==> src/rtl/classify_sweep_ctrl.sv <==
// Steps a 4-bit classifier input across [sw_start..sw_end] on auto ticks or button edges, latching flags/hit counts.
// First LED/count update lands 3 edges after start; start is ignored while busy, abort returns to IDLE at once.
module classify_sweep_ctrl #(
  parameter int TICK_DIV = 100000000,
  parameter int TICK_W   = 27
) (
  input  logic       clk,
  input  logic       rst,
  input  logic       start,
  input  logic       abort,
  input  logic       mode,
  input  logic       step_btn,
  input  logic [3:0] sw_start,
  input  logic [3:0] sw_end,
  output logic [3:0] cls_a,
  input  logic       cls_div3,
  input  logic       cls_even,
  output logic       led_div3,
  output logic       led_even,
  output logic [4:0] div3_count,
  output logic [4:0] even_count,
  output logic       busy,
  output logic       sweep_done
);

  typedef enum logic [2:0] {
    IDLE   = 3'd0,
    LOAD   = 3'd1,
    APPLY  = 3'd2,
    SAMPLE = 3'd3,
    WAIT   = 3'd4,
    DONE   = 3'd5
  } state_t;

  localparam logic [TICK_W-1:0] TICK_LAST = TICK_W'(TICK_DIV - 1);

  state_t            state;
  logic [3:0]        end_q;
  logic              btn_q;
  logic [TICK_W-1:0] tick;
  logic              advance;

  // Manual mode steps on the rising edge of the button so a held press moves only once.
  assign advance = mode ? (step_btn && !btn_q) : (tick == TICK_LAST);

  always_ff @(posedge clk) begin
    if (rst) begin
      state      <= IDLE;
      cls_a      <= 4'd0;
      end_q      <= 4'd0;
      btn_q      <= 1'b0;
      tick       <= '0;
      led_div3   <= 1'b0;
      led_even   <= 1'b0;
      div3_count <= 5'd0;
      even_count <= 5'd0;
      busy       <= 1'b0;
      sweep_done <= 1'b0;
    end else begin
      btn_q      <= step_btn;
      sweep_done <= 1'b0;
      if (state != IDLE && abort) begin
        state <= IDLE;
        busy  <= 1'b0;
      end else begin
        case (state)
          IDLE: begin
            if (start && !abort) begin
              state <= LOAD;
              busy  <= 1'b1;
            end
          end
          LOAD: begin
            cls_a      <= sw_start;
            end_q      <= sw_end;
            div3_count <= 5'd0;
            even_count <= 5'd0;
            state      <= APPLY;
          end
          APPLY: state <= SAMPLE;
          SAMPLE: begin
            led_div3   <= cls_div3;
            led_even   <= cls_even;
            div3_count <= div3_count + {4'd0, cls_div3};
            even_count <= even_count + {4'd0, cls_even};
            if (cls_a == end_q) begin
              state      <= DONE;
              sweep_done <= 1'b1;
            end else begin
              state <= WAIT;
              tick  <= '0;
            end
          end
          WAIT: begin
            if (advance) begin
              cls_a <= cls_a + 4'd1;
              tick  <= '0;
              state <= APPLY;
            end else if (mode) begin
              tick <= '0;
            end else begin
              tick <= tick + 1'b1;
            end
          end
          DONE: begin
            state <= IDLE;
            busy  <= 1'b0;
          end
          default: begin
            state <= IDLE;
            busy  <= 1'b0;
          end
        endcase
      end
    end
  end

endmodule

==> config.mk <==
export PLATFORM = sky130hd
export DESIGN_NAME = classify_sweep_ctrl
export DESIGN_NICKNAME = d
export VERILOG_FILES = /design/src/rtl/classify_sweep_ctrl.sv
export SDC_FILE = /design/constraint.sdc
export NUM_CORES = 1
export LEC_CHECK = 0
export BUFFER_PORTS_ARGS = -buffer_cell sky130_fd_sc_hd__buf_2
export CORE_MARGIN = 2
export CORE_UTILIZATION = 25
export DETAILED_ROUTE_END_ITERATION = 7
export PLACE_DENSITY_LB_ADDON = 0.12
export SYNTH_ARGS = -nofsm -noshare
export SYNTH_HDL_FRONTEND = slang
export SYNTH_SLANG_ARGS = --single-unit
==> constraint.sdc <==
create_clock -name clk -period 2.8 [get_ports clk]
set_clock_uncertainty 0.1 [all_clocks]
set_input_delay 0.42 -clock clk [delete_from_list [all_inputs] [get_ports clk]]
set_output_delay 0.42 -clock clk [all_outputs]
set_load 0.005 [all_outputs]
# Word level (Yosys, flattened, before mapping)
# Cells that the tools add are included.
dict set report word_totals {
  word_cells 63
  in_bits 16
  regBits 53
  output_inout_bits 18
}
dict set report classes {
  muxes 16
  add_sub_neg 4
  n_bitwise 3
  n_reduce_logical 20
  n_eq_ne 9
}
# cell n
set op_table {}
lappend op_table {{27-bit 2-to-1 mux} 3}
lappend op_table {{27-bit one-hot mux with 2 select lines} 1}
lappend op_table {{27-bit by 1-bit adder with 27-bit output, second input constant} 1}
lappend op_table {{27-bit == test, second input constant} 1}
lappend op_table {{5-bit one-hot mux with 2 select lines} 2}
lappend op_table {{3-bit one-hot mux with 5 select lines} 1}
lappend op_table {{5-bit by 1-bit adder with 5-bit output} 2}
lappend op_table {{2-bit AND reduction} 5}
lappend op_table {{4-bit one-hot mux with 2 select lines} 1}
lappend op_table {{3-bit by 2-bit == test with 1-bit output, second input constant} 2}
lappend op_table {{3-bit 2-to-1 mux} 2}
lappend op_table {{2-bit != test, second input constant} 3}
lappend op_table {{3-bit AND reduction} 2}
lappend op_table {{2-bit nonzero test} 3}
lappend op_table {{4-bit by 1-bit adder with 4-bit output, second input constant} 1}
lappend op_table {{4-bit == test} 1}
lappend op_table {{1-bit 2-to-1 mux} 4}
lappend op_table {{4-bit 2-to-1 mux} 1}
lappend op_table {{4-bit OR reduction} 1}
lappend op_table {{3-bit by 1-bit == test with 1-bit output, second input constant} 1}
lappend op_table {{3-bit == test, second input constant} 1}
lappend op_table {{1-bit logical AND} 3}
lappend op_table {{3-bit logical NOT} 1}
lappend op_table {{1-bit inverter} 3}
lappend op_table {{other kinds (5)} 6}

# Depth between registers and ports, before layout
# Gate-level depths: netlist of run 1.
dict set report depth {
  depth_word 5
  ltp_mapped 9
  mapped_depth_nobuf 7
}

# Worst setup path after synthesis of run 1
# OpenSTA, ideal clock, no wires.
dict set report synth_path {
  path_type {register to register}
  from {register tick[10]}
  to {register tick[24]}
  t_required_ns 2.585
  setup_time_ns 0.115
  stages_incl_launch_ff 9
  path_slack_ns 0.719
  synth_period_minus_slack_ns 2.081
  arrival_time_ns 1.866
  cell_sequence {dfxtp_1 > buf_6 > or4b_1 > nor4_2 > a21o_1 > a21o_1 > buf_2 > buf_4 > nor2_1}
}
dict set report synth_between {
  elab_chain_cells 4
  word_cells_on_any_way 6
}
# item line
set synth_rtl {}
lappend synth_rtl {{from (decl)} 40} ;# logic [TICK_W-1:0] tick;
lappend synth_rtl {{from (signal assigned)} 102} ;# tick <= tick + 1'b1;
lappend synth_rtl {{27-bit by 1-bit adder with 27-bit output / 27-bit == test (equally long branches)} {102, 44}}
lappend synth_rtl {{27-bit 2-to-1 mux / 1-bit 2-to-1 mux (equally long branches)} {99, 44}}
lappend synth_rtl {{27-bit 2-to-1 mux *} 95} ;# if (advance) begin
lappend synth_rtl {{27-bit one-hot mux with 2 select lines *} 66} ;# case (state)
# Every way passes the cells marked *; elsewhere a longest branch is shown, timed or not.
# A chain may end at the register's enable or synchronous reset.

# Final worst setup path of run 1
dict set report layout_path {
  from {register state[0]}
  to {register tick[15]}
}
dict set report layout_between {
  elab_chain_cells 4
  word_cells_on_any_way 9
}
# item line
set layout_rtl {}
lappend layout_rtl {{from (decl)} 37} ;# state_t state;
lappend layout_rtl {{from (signal assigned)} 48} ;# state <= IDLE;
lappend layout_rtl {{from (signal assigned)} 63} ;# state <= IDLE;
lappend layout_rtl {{from (signal assigned)} 69} ;# state <= LOAD;
lappend layout_rtl {{parallel branches: the longest is 4 deep, another holds 3-bit by 2-bit == test with 1-bit output} n/a}
# Several ways; the timed one is not identified.

==> results of run 1 <==
## layout make-up
| cell class | count | area (sq um) |
|---|---|---|
| inverters | 3 | 11.3 |
| flip-flops and latches | 53 | 1060 |
| clock inverters | 3 | 68.8 |
| multi-input cells | 241 | 1500 |
| well taps | 136 | 170 |
| repair buffers | 42 | 233 |
| fillers | 1126 | 7210 |
| clock buffers | 5 | 68.8 |
## metal layers
metal | GRT usage [%] | wire, microns
met1 | 16.4 | 3290
met2 | 18.9 | 2870
met3 | 2.49 | 244
met4 | 2.88 | 40
met5 | 0 | 0
## registers in the layout, summed over array words and instances, names as in the netlist
signal / count
tick: 27
div3_count: 5
even_count: 5
cls_a: 4
end_q: 4
state: 3
btn_q: 1
busy: 1
led_div3: 1
led_even: 1
sweep_done: 1
## worst max-delay path, cell delays in order (launching register included)
cell     delay (ps)
dfxtp_1         420
or3b_1          440
buf_4           200
a21o_1          190
a21oi_2         170
nand3_1         140
or4b_1          490
a21oi_1         140
## where the power goes
part / switching, uW / internal [uW]
clock network: 271 / 360
registers: 32.0 / 782
logic: 173 / 106
## metrics by stage
step	hold WS (ps)	std cells	setup WS, ps	power (uW)
floorplan	353	314	719	1020
detailed placement	350	475	443	1110
CTS	224	483	448	1760
global placement	345	475	470	1120
global route	232	483	254	1820
finish	233	483	451	1720
## final timing paths
path	startpoint	to	cells after the start
worst max-delay path	state[0]	tick[15]	7
worst min-delay path	sw_end[3]	end_q[3]	3
worst max register to register	state[0]	tick[15]	7
worst min register to register	led_div3	led_div3	2
## layout by cell type, fill, tap and decap left out, types with 2 or more instances in the layout
cell / Yosys / layout
and4_1: 2 / 2
a211oi_1: 3 / 3
mux2i_1: 2 / 2
and3_1: 3 / 3
o21ai_0: 9 / 9
nor2b_1: 5 / 5
nand3_1: 22 / 22
nand2_1: 24 / 24
or3_1: 2 / 2
inv_1: 3 / 3
bufinv_16: 0 / 2
clkbuf_8: 0 / 5
nor3_1: 8 / 8
nor4_2: 2 / 2
a21o_1: 4 / 4
buf_2: 3 / 33
nand4_1: 17 / 17
a21oi_1: 22 / 22
o21ai_1: 4 / 4
dfxtp_1: 53 / 53
nor3b_1: 2 / 2
or4b_1: 3 / 3
buf_4: 2 / 9
ha_1: 6 / 6
xnor2_1: 7 / 7
nor2_1: 44 / 44
xor2_1: 23 / 23
## kinds of logic (layout without fill, tap and decap cells)
kind of cell             count (synthesis)  in the layout  synth area share, %
multiplexers                             3              3                 1.18
XOR/XNOR                                30             30                 9.89
AND/OR/NAND/NOR                        146            146                 28.4
AO/OA/AOI/OAI                           56             56                 14.2
flip-flops                              53             53                 39.9
buffers and inverters                   20             53                 3.53
adder cells (fa/ha/maj)                  6              6                 2.82
==> reports/results.txt, run 1 <==
Main synth FF type: dfxtp_1
Setup Viol. Count Final: 0
Final Util: 30.2%
Vias in the first global route: 2,229
Initial antenna violation count: 0
Drt pass-1 iters: 4
Final Cycle Share: 83.9%
Drt via density: 4.67
Crit Path Category: reg2reg
RSZ-0062 raised after global routing: no
Via count: 2,256
Area contributors post-synth: dfxtp_1 40%, xor2_1 7.6%, nor2_1 6.2%
Placed inst area: 2980 sq um
NumNets Final: 368
Total core area: 10,300 sq um
Post-synth top cells: 53 x dfxtp_1, 44 x nor2_1, 24 x nand2_1
First-pass GRT wire length: 11,100 microns
Post-Syn Nets: 336
Seq cells post-synth: 53
Final instance area: 3120 sq um
Critical path required time: 2950 ps
# resized after CTS: 0
Worst skew pair latency: 310 ps
Diodes inserted: 0
Clock tree sinks: 53
Worst setup SP type: flip-flop
Clock transition at the registers of the reported paths: 110 ps
Most area-hungry cell type in the Yosys netlist: dfxtp_1
Hold Buf Count CTS: 0
Pwr dens: 554 nW/um^2
Synthesis Warnings: 0
Die height: 107 microns
TritonCTS buffer count: 5
I/O Buffers: 33
Worst-path maximum fanout: 13
Max Cap Viol: 0
H-tree depth: 2
Root buf cell: clkbuf_8
Max Buffers Root-to-Sink: 2
GRT Total Usage: 11.9%
DRC violations left: 0
Max Clock Freq: 426 MHz
Post-Syn Area: 2660 sq um
Sequential-to-total area share from yosys stat: 39.9%
Worst hold path class: in2reg
Routed WL: 6450 microns
Share of layout cells above drive strength 1: 17.6%
TNS Setup: 0 ps
Ports: 34
Synth-to-layout area growth: 17.2%
Setup bufs post-CTS: 0
Most frequent cell after synthesis: dfxtp_1
EDFF count, synth: 0
Ys async rst share: 0%
Worst vdd ir: 229 uV
Min Tclk post-route: 2350 ps
Slew HR: 62.1%
Worst-margin pin slew: 569 ps
Cells after synthesis: 314
Top cell type's share of synthesized area: 39.9%
Die ar.: 11,500 sq um
Routed len/inst: 13.3 microns
CTS tree: built
Detail Placement HPWL: 4670 microns
Die X: 107 microns
# rows: 37
Crit. End Element: flip-flop
Starting Density: 25.7%
Largest net degree at the start of global routing: 21
Aggregate global routing overflow: 0
Initial DRC Count: 93
Final Hold Fails: 0
Synth unique cells: 54
Critical Path AT: 2490 ps
Outcome: finished clean
Syn_area_per_cell: 8.46 sq um
P_leak: 0.00116 uW
Max-slew violation count: 0
Routability-driven placement congestion ratio: 0.739
R2R setup slack: 450 ps
Routed Antenna Nets: 0
Power figures use the tool's default switching activity.
==> inputs of run 2 (changes only) <==
- clock period: 2.8 -> 1.9 ns (I/O delays scaled with it)
==> run 2 against run 1 <==
Effect of this change:
- first-iteration DRC count is 30% lower
- final area is 14% higher
- sequential share of layout area is 4.0 points lower
- largest power group unchanged
- critical endpoint is now cls_a[3]
- the run now ends with setup timing left
- wire length is 6.0% higher
- sequential power is 45% higher
- die area stayed put
- worst hold slack worse by 130 ps
==> reports/results.txt, run 2 (synthesized netlist as in run 1, its figures left out) <==
Outcome: complete, but fails checks
Violated checks: setup timing
Vias in the first global route: 2,457
Diodes inserted: 0
Setup Viol. Count Final: 33
P_leak: 0.00143 uW
I/O Buffers: 33
Largest Register: tick
Min Tclk post-route: 2160 ps
TritonCTS buffer count: 5
Max reg flops: 27
RSZ-0062 raised after global routing: yes
DP Cell Count: 519
Max-slew violation count: 0
Multi-input gate area: 1600 sq um
Worst setup path endpoint: cls_a[3]
Worst-margin pin slew: 467 ps
Die height: 107 microns
FF-to-FF End: cls_a[3]
Reg power frac: 47.7%
Max Cap Viol: 0
Logic pwr share: 21.7%
Clock tree sinks: 53
Die X: 107 microns
Routed len/inst: 12.9 microns
Most common cell after layout, fill and taps aside: buf_4
Crit. End Element: flip-flop
Worst Path Buf+Inv: 2
Worst setup SP type: flip-flop
# rows: 37
Worst vdd ir: 311 uV
Clk pwr share: 30.6%
Root buf cell: clkbuf_8
Register area: 1060 sq um
Routability-driven placement congestion ratio: 0.763
Drt pass-1 iters: 4
R2R Path Start: tick[17]
Initial DRC Count: 65
Sw Share: 28.5%
Synth-to-layout area growth: 33.5%
Starting Density: 25.7%
Worst skew pair latency: 310 ps
Critical path depth in cells: 8
NumNets Final: 415
Crit-path max cell delay: 550 ps
Ports: 34
Internal Pwr Total: 1770 uW
Final Cycle Share: 114%
Share of layout cells above drive strength 1: 31.8%
Cells along the critical path: or4b_4 -> nor4_4 -> buf_4 -> a21o_4 -> a31oi_4 -> buf_4 -> o21ai_2 -> o21ai_2
Critical-path top delay cell: or4b_4
DRC violations left: 0
Hold Buf Count CTS: 0
Via count: 2,463
Finished Layout Cells: 529
Fillcell total: 1,122
Detail Placement HPWL: 5120 microns
NetSw: 705 uW
Largest net degree at the start of global routing: 21
Final Hold Fails: 0
Drt via density: 4.66
Initial antenna violation count: 0
Commonest cells after routing, fill and taps aside: 52 x buf_4, 50 x dfxtp_1, 41 x nor2_1
Reg2reg path depth: 8
CTS tree: built
Place WS: -325 ps
Total core area: 10,300 sq um
R2R setup slack: -260 ps
H-tree depth: 2
First-pass GRT wire length: 11,900 microns
Worst-path maximum fanout: 5
Slack of the critical path: -259 ps
Pwr dens: 697 nW/um^2
Critical path required time: 2010 ps
Worst hold path class: in2reg
Crit Path Category: reg2reg
Slew HR: 68.9%
Crit path max-delay family: simple AND/OR/NAND/NOR gates
Hold slack: 104 ps
Worst Setup SP: tick[17]
Max Buffers Root-to-Sink: 2
Final Util: 34.4%
Largest registers: tick: 27 flops, div3_count: 5 flops, even_count: 5 flops
Routed WL: 6830 microns
Die ar.: 11,500 sq um
Clock transition at the registers of the reported paths: 100 ps
Max Clock Freq: 463 MHz
Routed Antenna Nets: 0
Critical Path AT: 2260 ps
Aggregate global routing overflow: 0
GRT Total Usage: 12.7%
==> run 2: changes by cell type in the layout (fill, tap and decap cells not counted), moves of 2 or more <==
cell / before / now
o21ai_1: 4 / 1
buf_4: 9 / 52
nor2_1: 44 / 41
buf_6: 0 / 4
or4b_1: 3 / 1
nor3_1: 8 / 5
dfxtp_1: 53 / 50
dfxtp_2: 0 / 3
nor3_2: 0 / 3
nor4_4: 0 / 2
nor4_2: 2 / 0
nor2_2: 0 / 3
or4b_4: 0 / 3
o21ai_2: 0 / 3
==> run 2: per-layer routing <==
| layer | part of all wire (%) | track usage [%] | wire (microns) |
|---|---|---|---|
| met1 | 48 | 16.8 | 3260 |
| met5 | 0 | 0 | 0 |
| met2 | 48 | 21.2 | 3280 |
| met4 | 1.2 | 3.34 | 84 |
| met3 | 3.0 | 2.49 | 205 |
==> run 2: worst register-to-register path, cell delays in order, from the launching register on <==
cell and delay (ps):
dfxtp_1 320, or4b_4 550, nor4_4 300, buf_4 180
a21o_4 140, a31oi_4 120, buf_4 160, o21ai_2 130
o21ai_2 60
==> run 2: cell type report <==
class / instances / area share, %
Sequential cell: 53 / 30.0
Timing Repair Buffer: 89 / 16.9
Clock buffer: 5 / 1.94
Clock inverter: 2 / 0.988
Multi-Input combinational cell: 241 / 45.0
Inverter: 3 / 0.317
Tap cell: 136 / 4.80
==> run 2: worst min-delay path by stage <==
stage / cells after the start / endpoint / start / slack (ps)
after global placement: 2 / led_div3 / led_div3 / 350
after global routing: 2 / btn_q / step_btn / 100
after detailed placement: 2 / led_div3 / led_div3 / 350
final: 2 / btn_q / step_btn / 100
after CTS: 3 / end_q[1] / sw_end[1] / 100
after floorplan: 1 / btn_q / step_btn / 310
==> run 2: metrics by stage <==
stage,total power (uW),setup TNS (ps),instance area (sq um)
after global placement,1700,-8250,3320
after global routing,2630,-9960,3550
after detailed placement,1710,-7580,3320
after CTS,2490,-6240,3470
final,2470,-6600,3550
after floorplan,1510,-2170,2680
==> run 2: power by group through the flow <==
stage / logic (uW) / registers (uW) / clock network, uW
after global routing: 601 / 1190 / 846
final: 535 / 1180 / 757
after global placement: 498 / 1200 / 0
after detailed placement: 503 / 1200 / 0
after floorplan: 309 / 1200 / 0
after CTS: 515 / 1180 / 795
==> run 2: timing repair <==
item | in CTS | in global routing
endpoints found under the setup margin | 34 | 34
buffers inserted | 1 | 2
gates cloned | 0 | 0
gates resized for setup | 10 | 16
pin swaps | 4 | 10
